===== config.mk =====
export PLATFORM = sky130hd
export DESIGN_NAME = aes_spi_stream
export DESIGN_NICKNAME = d
export VERILOG_FILES = /design/src/rtl/aes_spi_stream.sv
export SDC_FILE = /design/constraint.sdc
export NUM_CORES = 1
export LEC_CHECK = 0
export CAP_MARGIN = 20
export CORE_MARGIN = 5
export CORE_UTILIZATION = 45
export CTS_BUF_LIST = sky130_fd_sc_hd__clkbuf_2
export DETAILED_ROUTE_END_ITERATION = 8
export PLACE_DENSITY = 0.7
export SLEW_MARGIN = 20
export SYNTH_ARGS = -nofsm -noshare
export SYNTH_HDL_FRONTEND = slang
export SYNTH_SLANG_ARGS = --single-unit

===== constraint.sdc =====
create_clock -name clk -period 11.7 [get_ports clk]
set_input_delay 1.17 -clock clk [delete_from_list [all_inputs] [get_ports clk]]
set_output_delay 1.17 -clock clk [all_outputs]
set_load 0.02 [all_outputs]

===== src/rtl/aes_spi_stream.sv =====
// aes_spi_stream: clk-domain SPI (mode 0, MSB first) front end and block
// sequencer for aes_core. One r_ce window carries an 8-bit header, an optional
// K-bit key and 1..MAXBLK 128-bit blocks, followed by 128 drain bits. Each
// block launches the core once. The previous block's result streams out on
// MISO while the next block streams in.
//
// Ports:
//   clk, reset             system clock, synchronous active-high reset
//   r_sclk, r_mosi, r_ce   asynchronous SPI pins from the host
//   r_miso                 SPI data out (forced low while err is set)
//   done, err              frame complete / sticky protocol error
//   core_start             one-cycle launch pulse to the core
//   core_key/msg/dir       operands, stable between launches
//   core_done, core_result result handshake from the core
module aes_spi_stream #(
  parameter int K      = 128,
  parameter int MAXBLK = 16
) (
  input  logic           clk,
  input  logic           reset,
  input  logic           r_sclk,
  input  logic           r_mosi,
  input  logic           r_ce,
  output logic           r_miso,
  output logic           done,
  output logic           err,
  output logic           core_start,
  output logic [K-1:0]   core_key,
  output logic [127:0]   core_msg,
  output logic           core_dir,
  input  logic           core_done,
  input  logic [127:0]   core_result
);

  if (!(K == 128 || K == 192 || K == 256)) begin : g_bad_k
    $error("aes_spi_stream: K must be 128, 192 or 256");
  end
  if (MAXBLK < 1 || MAXBLK > 16) begin : g_bad_maxblk
    $error("aes_spi_stream: MAXBLK must be in 1..16");
  end

  typedef enum logic [2:0] {
    S_IDLE, S_HDR, S_KEY, S_BLK, S_DRAIN, S_DONE, S_ERR
  } state_t;

  state_t         state_q, state_d;
  logic [2:0]     sclk_sy, ce_sy;
  logic [1:0]     mosi_sy;
  logic [7:0]     bit_cnt;
  logic [3:0]     blk_cnt, nm1_q;
  logic           dir_q, key_valid;
  logic           load_pend, res_valid;
  logic [126:0]   sh;
  logic [K-2:0]   key_sh;
  logic [127:0]   res_buf, miso_sr;
  logic           err_set;

  // Synchronizers: flops [0],[1] resynchronize, edges come from [1] vs [2].
  always_ff @(posedge clk) begin
    sclk_sy <= {sclk_sy[1:0], r_sclk};
    ce_sy   <= {ce_sy[1:0], r_ce};
    mosi_sy <= {mosi_sy[0], r_mosi};
  end

  logic sclk_rise, sclk_fall, ce_rise, ce_fall, mosi_bit;
  assign ce_rise   = ce_sy[1] & ~ce_sy[2];
  assign ce_fall   = ~ce_sy[1] & ce_sy[2];
  assign sclk_rise = sclk_sy[1] & ~sclk_sy[2] & ce_sy[1];
  assign sclk_fall = ~sclk_sy[1] & sclk_sy[2] & ce_sy[1];
  assign mosi_bit  = mosi_sy[1];

  logic [7:0] hdr_word;
  logic       bad_hdr, res_ready, load_now, overrun;
  assign hdr_word  = {sh[6:0], mosi_bit};
  assign bad_hdr   = ({1'b0, hdr_word[7:4]} >= 5'(MAXBLK)) ||
                     (hdr_word[1] && !key_valid);
  // A pending result may be picked up from the buffer or straight off the core.
  assign res_ready = res_valid | core_done;
  assign load_now  = load_pend & res_ready;
  // The first rise of the next segment is the last moment the result may land.
  assign overrun   = sclk_rise && load_pend && !res_ready && (bit_cnt == 8'd0) &&
                     (state_q == S_BLK || state_q == S_DRAIN);

  always_comb begin
    state_d = state_q;
    err_set = 1'b0;
    if (ce_fall) begin
      state_d = S_IDLE;
      if (state_q != S_IDLE && state_q != S_DONE) err_set = 1'b1;
    end else if (ce_rise) begin
      state_d = S_HDR;
    end else if (overrun) begin
      state_d = S_ERR;
      err_set = 1'b1;
    end else if (sclk_rise) begin
      case (state_q)
        S_HDR: if (bit_cnt == 8'd7) begin
          if (bad_hdr) begin
            state_d = S_ERR;
            err_set = 1'b1;
          end else begin
            state_d = hdr_word[1] ? S_BLK : S_KEY;
          end
        end
        S_KEY:   if (bit_cnt == 8'(K - 1)) state_d = S_BLK;
        S_BLK:   if (bit_cnt == 8'd127 && blk_cnt == nm1_q) state_d = S_DRAIN;
        S_DRAIN: if (bit_cnt == 8'd127) state_d = S_DONE;
        default: ;
      endcase
    end
  end

  always_ff @(posedge clk) begin
    if (reset) begin
      state_q    <= S_IDLE;
      bit_cnt    <= '0;
      blk_cnt    <= '0;
      nm1_q      <= '0;
      dir_q      <= 1'b0;
      key_valid  <= 1'b0;
      load_pend  <= 1'b0;
      res_valid  <= 1'b0;
      done       <= 1'b0;
      err        <= 1'b0;
      core_start <= 1'b0;
      core_key   <= '0;
      core_msg   <= '0;
      core_dir   <= 1'b0;
      miso_sr    <= '0;
    end else begin
      state_q    <= state_d;
      core_start <= 1'b0;
      if (err_set) err <= 1'b1;
      if (ce_rise) begin
        done      <= 1'b0;
        err       <= 1'b0;
        bit_cnt   <= '0;
        blk_cnt   <= '0;
        load_pend <= 1'b0;
        res_valid <= 1'b0;
        miso_sr   <= '0;
      end else begin
        if (load_now) begin
          miso_sr   <= core_done ? core_result : res_buf;
          load_pend <= 1'b0;
          res_valid <= 1'b0;
        end else begin
          if (core_done) res_valid <= 1'b1;
          // The fall right after a segment's last rise (bit_cnt wrapped to 0)
          // must not shift: the next result's MSB waits for the coming rise.
          if (sclk_fall && bit_cnt != 8'd0 && (state_q == S_BLK || state_q == S_DRAIN))
            miso_sr <= {miso_sr[126:0], 1'b0};
        end
        if (sclk_rise && !overrun) begin
          case (state_q)
            S_HDR: if (bit_cnt == 8'd7) begin
              bit_cnt <= '0;
              dir_q   <= hdr_word[0];
              nm1_q   <= hdr_word[7:4];
            end else bit_cnt <= bit_cnt + 8'd1;
            S_KEY: if (bit_cnt == 8'(K - 1)) begin
              bit_cnt   <= '0;
              core_key  <= {key_sh, mosi_bit};
              key_valid <= 1'b1;
            end else bit_cnt <= bit_cnt + 8'd1;
            S_BLK: if (bit_cnt == 8'd127) begin
              bit_cnt    <= '0;
              core_msg   <= {sh, mosi_bit};
              core_dir   <= dir_q;
              core_start <= 1'b1;
              load_pend  <= 1'b1;
              if (blk_cnt != nm1_q) blk_cnt <= blk_cnt + 4'd1;
            end else bit_cnt <= bit_cnt + 8'd1;
            S_DRAIN: if (bit_cnt == 8'd127) begin
              bit_cnt <= '0;
              done    <= 1'b1;
            end else bit_cnt <= bit_cnt + 8'd1;
            default: ;
          endcase
        end
      end
    end
  end

  // Input shift paths and result buffer carry data only.
  always_ff @(posedge clk) begin
    if (sclk_rise) begin
      sh <= {sh[125:0], mosi_bit};
      if (state_q == S_KEY) key_sh <= {key_sh[K-3:0], mosi_bit};
    end
    if (core_done) res_buf <= core_result;
  end

  assign r_miso = miso_sr[127] & ~err;

endmodule


=== After elaboration in Yosys (flattened, before gate mapping) ===
Index checks and enable logic that the tools add are counted.

* Bits in registers: 801
* Input port bits: 134
* Logic and storage cells: 125

* Add/subtract/negate cells: 2
* Eq/ne operators: 17
* Muxes and demuxes: 29
* Bitwise logic cells: 17
* Reductions and logical operators: 38

{| class="wikitable"
|+ Operators with widths
! cell !! number
|-
| 2-to-1 mux 128 bit || 3
|-
| 2-to-1 mux 3 bit || 7
|-
| 2-to-1 mux 8 bit || 2
|-
| one-hot mux 8 bit (2 select lines) || 1
|-
| AND reduction 4 bit || 4
|-
| 2-to-1 mux 1 bit || 15
|-
| one-hot mux 3 bit (4 select lines) || 1
|-
| AND reduction 6 bit || 2
|-
| logical AND 1 bit || 10
|-
| inequality test 3 bit (second input constant) || 3
|-
| OR reduction 3 bit || 3
|-
| adder 8 x 1 -> 8 bit (second input constant) || 1
|-
| bitwise AND 1 bit || 8
|-
| == test 8 x 3 -> 1 bit (second input constant) || 1
|-
| == test 8 x 7 -> 1 bit (second input constant) || 1
|-
| zero test 8 bit || 1
|-
| inequality test 4 x 3 -> 1 bit (second input constant) || 2
|-
| inequality test 4 bit (second input constant) || 2
|-
| NOT 1 bit || 8
|-
| nonzero test 8 bit || 1
|-
| == test 3 x 2 -> 1 bit (second input constant) || 2
|-
| inequality test 3 x 2 -> 1 bit (second input constant) || 2
|-
| nonzero test 2 bit || 3
|-
| nonzero test 3 bit || 2
|-
| 14 further kinds || 18
|}

=== Logic depth before layout (Yosys ltp) ===
* Depth in word-level cells: 11
* Mapped depth: 9
* Mapped depth without buffers: 6

=== Worst setup path after synthesis ===
OpenSTA, ideal clock, no wires.

* Kind: reg-to-reg
* From: register ce_sy[1]
* To: register core_key[69]
* Setup time: 0.070 ns
* Arrival time: 10.885 ns
* Data required time: 11.630 ns
* Slack: 0.745 ns
* Stages on the path, launching flop included: 8
* Buffers on the path: 2
* Cell sequence: dfxtp_1 nand3b_1 nor3_1 and3_1 buf_2 buf_2 nand2_1 a21oi_1

* Cells in the longest elaborated chain, start to end: 8
* Elaborated cells on any way between the ends: 10

{| class="wikitable"
|+ RTL lines
! element !! line !! source
|-
| start, declared || 47 || <nowiki>logic [2:0] sclk_sy, ce_sy;</nowiki>
|-
| start signal, assigned || 61 || <nowiki>ce_sy <= {ce_sy[1:0], r_ce};</nowiki>
|-
| bitwise AND 1 bit || 68 || <nowiki>assign sclk_rise = sclk_sy[1] & ~sclk_sy[2] & ce_sy[1];</nowiki>
|-
| logical AND 1 bit (4 in a row) || 81 || <nowiki>assign overrun = sclk_rise && load_pend && !res_ready && (bit_cnt == 8'd0) &&</nowiki>
|-
| zero test 1 bit || 154 || <nowiki>if (sclk_rise && !overrun) begin</nowiki>
|-
| logical AND 1 bit || 154 ||
|-
| AND reduction 4 bit (no source line) * || - ||
|-
| end signal, assigned || 163 || <nowiki>core_key <= {key_sh, mosi_bit};</nowiki>
|-
| end, declared || 28 || <nowiki>output logic [K-1:0] core_key,</nowiki>
|}

Every way passes the cells marked *; elsewhere a longest branch is shown, timed or not.
A chain may end at the register's enable or synchronous reset.

=== Worst setup path in the final report ===
* From: register miso_sr[127]
* To: output port r_miso

* Cells in the longest elaborated chain, start to end: 1

{| class="wikitable"
|+ RTL lines
! element !! line !! source
|-
| start, declared || 55 || <nowiki>logic [127:0] res_buf, miso_sr;</nowiki>
|-
| start signal, assigned || 144 || <nowiki>miso_sr <= core_done ? core_result : res_buf;</nowiki>
|-
| start signal, assigned || 152 || <nowiki>miso_sr <= {miso_sr[126:0], 1'b0};</nowiki>
|-
| bitwise AND 1 bit || 194 || <nowiki>assign r_miso = miso_sr[127] & ~err;</nowiki>
|-
| end, declared || 24 || <nowiki>output logic r_miso,</nowiki>
|}

No other way between the ends.

==> metrics.txt <==
status complete, no violations; flops & latches, synth 801; setup violators final 0; CP cell instances nor2b_1 > clkdlybuf4s50_1; Ys Warns 0; DRT Pass-1 Iters 5; # Post-CTS Setup Buffers 0; Crit. End Element primary output; DIE WIDTH 259 um; Vias 19900; CP Buf/Inv Count 1; top-count cell post-synth nand2_1; Worst-path clk slew roughly 0.1 ns; GRT Residual Overflow 0; fillers 5314; Min Clock Period, post-route ~3.7 ns; max cap viols 0; TNS Setup 0 ns; CP max FO 2; vias in the first global route between 15000 and 20000; Initial Util 0.452; Clock Latency Late Sink 1.35 ns; # port buffers between 300 and 400; initial antenna violation count 2; CTS buffer count 195; Ports 395; post-synthesis share of cell area spent on xor and xnor gates 0.00378; largest net degree at the start of global routing 130; slowest stage delay, CP between 0.6 and 0.7 ns; Syn Inst Count about 2500; Synth top area share 0.394; Final HPWL DP between 40000 and 50000 um; die area 66900 um^2; CP delay by family, top buffers and inverters; core box area 61500 um^2; Synth area leaders dfxtp_1, edfxtp_1, nand2_1; largest family of logic cells by synthesized area simple AND/OR/NAND/NOR gates; dominant cell type by area after synthesis dfxtp_1; Avg Inst Size Synth 11.0 um^2; most frequent cells after synthesis nand2_1, dfxtp_1, a21oi_1; first-pass GRT wire length slightly above 100000 um; Post-Synthesis Cell Area 27800 um^2; fin nets 3099; share of cells above drive strength 1 0.194; Final Hold Viols 0; DR vias/cell 5.08; Hold Buf Count CTS 0; worst hold-check path type primary input to flop; Post-Synth Adder-Cell Area 0.00135; # H-tree levels 4; post-CTS sizing 0; worst-margin pin slew about 1.1 ns; Total GRT Usage 0.185; Synth Net Count 2665; Synth Area in Simple Gates 0.132; Critical-path top delay cell clkdlybuf4s50_1; post-synthesis mux area share 0.0547; register area share after synthesis 0.668; Lkg Pwr 11.3 nW; EDFF count, synth 254; Most used DFF post-synth dfxtp_1; Rows between 90 and 100; FFs w/ async S/R, synth 0; Residual DRC 0; Critical Path RT 10.53 ns; routability congestion estimate 0.817; Worst Skew 0.0973 ns; worst path arrival time about 2.5 ns; antenna viol nets, final 0; Peak Freq 272 MHz; CP startpoint kind flop; CTS tree yes; Final Cycle Share 0.314; DR iter-0 viols 1300; CTS max path bufs 3; RSZ-0062 raised after global routing no; Area Growth Syn to Fin 22.4%; final wirelength 64400 um; Fin Hold WS 0.283 ns; path type of the worst setup path flop to primary output; CTS sink count about 800; max_slew headroom 0.235; Yosys cell types 57; R2R cell count 7; peak supply drop 0.0770 mV; PD cells 145 nW/um^2; WP depth 2; Max Slew Vio Count 0; Compound-Gate Fraction of Synth Area 0.112; wire per inst 16.5 um; Root Buffer clkbuf_2; Min-Delay Path Depth 1; Die H ~260 um
[where the power goes]
part           switching (mW)  internal (mW)  total (mW)
registers              0.0198           2.91        2.93
clock network            1.10          0.742        1.84
logic                  0.0772         0.0840       0.161
total                    1.20           3.74        4.94
[layout by cell type, fill, tap and decap left out, drive strengths merged, types with 18 or more instances in the layout]
master	synthesis	final
clkinv	0	50
mux2	128	128
nand2	650	650
nor2	29	29
clkbuf	119	294
dfxtp	547	547
a21oi	389	389
edfxtp	254	254
o211ai	130	130
clkdlybuf4s50	0	392
buf	55	18
or2	128	128
[final timing paths]
path                                    from            to  slack (ns)
worst max-delay path            miso_sr[127]        r_miso        8.02
worst min-delay path                  r_mosi    mosi_sy[0]        0.28
worst max register to register      ce_sy[1]  core_key[83]        8.25
worst min register to register    sclk_sy[0]    sclk_sy[1]        0.34
[through the flow]
step	worst slack [ns]	cell area, um^2	std cells	power [mW]	utilization
after global placement	7.27	32200	3555	3.15	0.524
final	8.02	34000	3914	4.94	0.554
after floorplan	0.745	27800	2528	3.08	-
after CTS	7.79	34000	3910	5.02	0.553
after global routing	7.84	34000	3911	5.19	0.553
after detailed placement	7.15	32200	3555	3.16	0.524
[routing by layer]
metal	wire length, um	up-vias	track usage
li1	-	9695	-
met4	1100	2	0.0632
met2	30500	584	0.293
met5	13	-	0
met1	28300	9519	0.245
met3	4460	102	0.0573
[state kept, by name, summed over array words and instances (netlist names)]
register / cells
res_buf: 128
load_pend: 1
miso_sr: 128
nm1_q: 4
bit_cnt: 8
dir_q: 1
res_valid: 1
ce_sy: 3
state_q: 3
sclk_sy: 3
core_start: 1
core_key: 128
core_dir: 1
mosi_sy: 2
err: 1
key_sh: 127
core_msg: 128
done: 1
sh: 127
blk_cnt: 4
key_valid: 1
[worst register-to-register path, delay by kind of cell, from the launching register on]
kind | cells | cell delay [ns]
AO/OA/AOI/OAI | 1 | 0.18
buffers and inverters | 2 | 1.37
flip-flops | 1 | 0.46
AND/OR/NAND/NOR | 4 | 1.35
[logic make-up (layout without fill, tap and decap cells)]
family	count (synthesis)	after routing
and+or+nand+nor	853	853
DFF	801	801
AOI/OAI and AO/OA	543	543
buffers and inverters	180	772
muxes	136	136
xor gates and xnor gates	12	12
adders and majority gates	3	3
other	0	4
[cell type report]
class	count	area, um^2	share of cell area
Timing Repair Buffer	411	4080	0.120
Sequential cell	801	18600	0.546
Tap cell	790	988	0.0290
Multi-Input combinational cell	1547	8530	0.251
Inverter	6	25.0	0.000735
Antenna cell	4	10.0	0.000294
Clock buffer	293	1470	0.0431
Clock inverter	62	359	0.0106
Note: power is estimated with default switching activity, not from simulation.
